## src/rtl/cache_perf_counter.sv

```systemverilog
// I-cache / D-cache access and miss counters with saturation, sticky overflow,
// atomic snapshot/clear, and a one-outstanding read port serving the shadow copies.
module cache_perf_counter #(
    parameter int unsigned CNT_W = 32
) (
    input  logic             clk_i,
    input  logic             reset_i,
    input  logic             en_i,
    input  logic             icache_valid_i,
    input  logic             icache_miss_i,
    input  logic             dcache_valid_i,
    input  logic             dcache_miss_i,
    input  logic             snap_i,
    input  logic             clr_i,
    input  logic             rd_valid_i,
    output logic             rd_ready_o,
    input  logic [2:0]       rd_addr_i,
    output logic             rsp_valid_o,
    input  logic             rsp_ready_i,
    output logic [CNT_W-1:0] rsp_data_o,
    output logic             rsp_err_o
);

    typedef enum logic {StIdle, StResp} state_e;

    // Index order IA, IM, DA, DM matches the overflow bit order.
    logic [CNT_W-1:0] cnt_q [4];
    logic [CNT_W-1:0] cnt_d [4];
    logic [CNT_W-1:0] sh_q  [4];
    logic [3:0]       ov_q, ov_d, shov_q;
    logic [3:0]       ev;

    state_e           state_q;
    logic [CNT_W-1:0] rsp_data_q;
    logic             rsp_err_q;
    logic [CNT_W-1:0] rd_data;
    logic             rd_err;

    assign ev = {dcache_valid_i & dcache_miss_i, dcache_valid_i,
                 icache_valid_i & icache_miss_i, icache_valid_i};

    always_comb begin
        ov_d = ov_q;
        for (int i = 0; i < 4; i++) begin
            cnt_d[i] = cnt_q[i];
            if (clr_i) begin
                cnt_d[i] = '0;
                ov_d[i]  = 1'b0;
            end else if (en_i && ev[i]) begin
                if (&cnt_q[i]) begin
                    ov_d[i] = 1'b1;
                end else begin
                    cnt_d[i] = cnt_q[i] + CNT_W'(1);
                end
            end
        end
    end

    // Shadows capture pre-update live values, so snap+clr keeps the old counts.
    always_ff @(posedge clk_i or posedge reset_i) begin
        if (reset_i) begin
            for (int i = 0; i < 4; i++) begin
                cnt_q[i] <= '0;
                sh_q[i]  <= '0;
            end
            ov_q   <= '0;
            shov_q <= '0;
        end else begin
            for (int i = 0; i < 4; i++) begin
                cnt_q[i] <= cnt_d[i];
                if (snap_i) begin
                    sh_q[i] <= cnt_q[i];
                end
            end
            ov_q <= ov_d;
            if (snap_i) begin
                shov_q <= ov_q;
            end
        end
    end

    always_comb begin
        rd_data = '0;
        rd_err  = 1'b0;
        case (rd_addr_i)
            3'd0:    rd_data = sh_q[0];
            3'd1:    rd_data = sh_q[1];
            3'd2:    rd_data = sh_q[2];
            3'd3:    rd_data = sh_q[3];
            3'd4:    rd_data = CNT_W'(shov_q);
            default: rd_err  = 1'b1;
        endcase
    end

    always_ff @(posedge clk_i or posedge reset_i) begin
        if (reset_i) begin
            state_q    <= StIdle;
            rsp_data_q <= '0;
            rsp_err_q  <= 1'b0;
        end else begin
            case (state_q)
                StIdle: begin
                    if (rd_valid_i) begin
                        rsp_data_q <= rd_data;
                        rsp_err_q  <= rd_err;
                        state_q    <= StResp;
                    end
                end
                StResp: begin
                    if (rsp_ready_i) begin
                        state_q <= StIdle;
                    end
                end
                default: state_q <= StIdle;
            endcase
        end
    end

    assign rd_ready_o  = (state_q == StIdle);
    assign rsp_valid_o = (state_q == StResp);
    assign rsp_data_o  = rsp_data_q;
    assign rsp_err_o   = rsp_err_q;

endmodule
```

## config.mk

```make
export PLATFORM = sky130hd
export DESIGN_NAME = cache_perf_counter
export DESIGN_NICKNAME = d
export VERILOG_FILES = /design/src/rtl/cache_perf_counter.sv
export SDC_FILE = /design/constraint.sdc
export NUM_CORES = 1
export LEC_CHECK = 0
export ABC_AREA = 1
export CORE_MARGIN = 5
export CORE_UTILIZATION = 30
export DETAILED_ROUTE_END_ITERATION = 8
export MAX_ROUTING_LAYER = met4
export RECOVER_POWER = 50
export SYNTH_ARGS = -nofsm -noshare
export SYNTH_HDL_FRONTEND = slang
export SYNTH_SLANG_ARGS = --single-unit
export TNS_END_PERCENT = 1
```

## constraint.sdc

```tcl
create_clock -name clk_i -period 32.6 [get_ports clk_i]
set_input_delay 8.15 -clock clk_i [delete_from_list [all_inputs] [get_ports clk_i]]
set_output_delay 8.15 -clock clk_i [all_outputs]
set_load 0.05 [all_outputs]
```

==> flow_metrics.py <==
metrics = {
    "synthesis": {
        "synthCells": 2065,
        "synth_cell_types": 41,
        "synth_fp_nets": 2083,
        "synth-edff-count": 0,
        "synth_ff_type": "dfrtp_1",
        "synth.most_common_cell": "nand2_1",
        "ys_seq_area_share_pct": 47.7,
        "syn-cell-area_um2": 15600,
        "synth_seq_cells": 298,
        "async_flop_share_pct": 100,
        "syn_avg_cell_area_um2": 7.57,
        "synth.area.top_cells": "dfrtp_1, nand2_1, nor2_1",
        "synth_commonest_cells": "nand2_1, dfrtp_1, nor2_1",
        "yosysTopAreaCell": "dfrtp_1",
        "yosys_warnings": 0,
        "synth_top_area_share_pct": 47.7,
    },
    "routing": {
        "totalWireLength_um": 46300,
        "vias": 13495,
        "antenna_left": 0,
        "viasPerCell": 4.83,
        "routedWlPerCell_um": 16.6,
        "drc": 0,
        "first_iter_violations": 1440,
        "firstDrtPassIters": 5,
    },
    "clocking": {
        "cts_setup_buffers": 0,
        "numCtsBuffers": 35,
        "cts.sinks": 298,
        "cts_tree": "built",
        "ctsHoldBuffers": 0,
        "cts_buffer_depth": 3,
        "clk_pin_slew_ns": 0.06,
        "cts-resized-gates": 0,
        "worst_skew_pair.late_latency_ns": 0.52,
        "htreeDepth": 2,
        "clockRootBuffer": "clkbuf_16",
    },
    "floorplanning": {
        "fp.dieH_um": 238,
        "start_util_pct": 30.4,
        "rows": 83,
        "core-area_um2": 51400,
        "design.die.area_um2": 56700,
        "dieWidth_um": 238,
        "ios": 49,
    },
    "power_and_ir_drop": {
        "vdd_drop_max_mv": 0.0315,
        "pwr_density_cell_nw_per_um2": 49.3,
        "leakagePower_uw": 0.00764,
    },
    "global_route": {
        "grt_pass1_vias": 12706,
        "grt.overflow.total": 0,
        "grtUsageTotal_pct": 16.6,
        "grt_pass1_wl_um": 73200,
        "antenna_found_initial": 0,
        "grt_max_degree": 177,
    },
    "final_layout": {
        "fill_cells": 5387,
        "layout.cells.non_filler": 2792,
        "drive_above_1_share_pct": 6.96,
        "design_area_um2": 17800,
        "final_nets": 2106,
        "antennaDiodeCount": 0,
        "area_delta_synth_final_pct": 13.7,
    },
    "worst_setup_path": {
        "critPathSlowestCell": "clkbuf_1",
        "arrival_ns": 15.64,
        "crit_fanout": 138,
        "critPathMostFrequentCell": "clkbuf_1",
        "worstSetupPathType": "primary input to flip-flop",
        "crit_path_start_kind": "primary input",
        "slowest_delay_ns": 3.81,
        "end_kind": "flip-flop",
        "crit_chain": "clkbuf_1, clkbuf_1, o21ai_0",
        "cp_data_required_time_ns": 32.81,
    },
    "sta": {
        "timing.fmax_ghz": 0.0648,
        "period_share_pct": 47.3,
        "fin_tns_setup_ns": 0,
        "fin_crit_ns": 15.43,
        "rsz0062_at_grt": "false",
        "relSlewSlack_pct": -279,
        "hold_violations": 0,
        "final-setup-viol-count": 0,
        "report.final.slew_viol_count": 467,
        "tightest_slew_ns": 5.65,
        "finClkSkew_ns": 0.0162,
    },
    "outcome": {
        "status": "finished with violations",
        "violations": "max-capacitance violations, max-slew violations",
    },
    "placement": {
        "placed_area_um2": 16600,
        "dpl.hpwl_um": 33100,
        "port_buffers": 48,
        "dp_cells": 2731,
        "gp_congestion": 0.934,
    },
    "flow_run": {
        "maxCapViolCount": 5,
    },
    "worst_hold_path": {
        "hp-class": "flip-flop to flip-flop",
    },
}
critical path, delay by kind of cell:
family	cells	cell delay, ns
buf+inv	2	6.89
compound gates	1	0.45
state kept, by name (all words and copies together), names as in the netlist:
| name | cells |
|---|---|
| cnt_q | 128 |
| sh_q | 128 |
| rsp_data_o | 32 |
| ov_q | 4 |
| shov_q | 4 |
| rsp_err_o | 1 |
| rsp_valid_o | 1 |
per-layer routing:
metal	GRT usage, %	vias to the layer above	routed length [µm]
li1	-	6593	-
met1	24.0	6470	22200
met2	24.7	365	20400
met3	2.15	67	2460
met4	4.31	0	1220
met5	-	-	0
final timing paths:
path	start	end	slack [ns]	cells after the start
hold reg to reg	rsp_data_o[22]	rsp_data_o[22]	0.48	2
setup / recovery	snap_i	sh_q[5]	17.17	3
min in group asynchronous	reset_i	cnt_q[48]	9.88	2
max in group asynchronous	reset_i	rsp_data_o[24]	20.21	2
setup reg to reg	cnt_q[97]	cnt_q[100]	29.67	10
hold / removal	rsp_data_o[22]	rsp_data_o[22]	0.48	2
through the flow:
| stage | worst slack [ns] | power, µW | utilization [%] | hold slack [ns] |
|---|---|---|---|---|
| floorplan | 16.22 | 451 | - | 0.453 |
| global placement | 21.50 | 476 | 32.3 | 0.464 |
| detailed placement | 21.45 | 477 | 32.3 | 0.465 |
| CTS | 22.00 | 885 | 34.7 | 0.485 |
| global route | 16.17 | 907 | 34.6 | 0.505 |
| finish | 17.17 | 876 | 34.6 | 0.476 |
layout by cell type, fill, tap and decap left out, types with 5 or more instances in the layout:
cell	netlist	routed
clkdlybuf4s50_1	0	13
inv_2	5	5
xnor2_1	14	14
xor2_1	32	32
o21ai_2	10	10
clkbuf_16	0	37
inv_1	174	172
o2111ai_1	15	15
o21ai_0	70	95
nor2_2	9	10
mux2_2	24	24
o21ai_1	95	70
nand2_1	718	720
nand3_1	104	104
nand4_1	9	9
a21oi_1	95	95
dfrtp_1	298	298
clkbuf_1	29	12
nor2_1	260	259
or2_2	5	5
nand2_2	17	17
clkinv_2	0	5
o211ai_1	5	5
dlygate4sd3_1	0	34
clkbuf_8	0	8
kinds of logic after synthesis:
group	after synthesis	share of synthesized area (%)
mux	24	1.73
compound gates	293	10.1
simple gates	1150	30.5
buf+inv	250	7.01
xor+xnor	46	2.58
fa+ha+maj	4	0.320
flops	298	47.7
layout make-up:
cell class	instances	area (µm²)	share of cell area [%]
sequential	298	7460	42.0
multi-input combinational	1517	7060	39.8
clock buffer	52	1060	5.98
tap	680	851	4.79
inverter	180	677	3.81
timing repair buffer	56	532	2.99
clock inverter	9	123	0.690
power by group:
group	leakage (µW)	total, µW	internal [µW]	switching (µW)
logic	0.00304	76.0	20.0	56.0
clock network	0.000584	407	249	158
registers	0.00402	393	384	9.28
total	0.00764	876	652	223
Note: power is estimated with default switching activity, not from simulation.
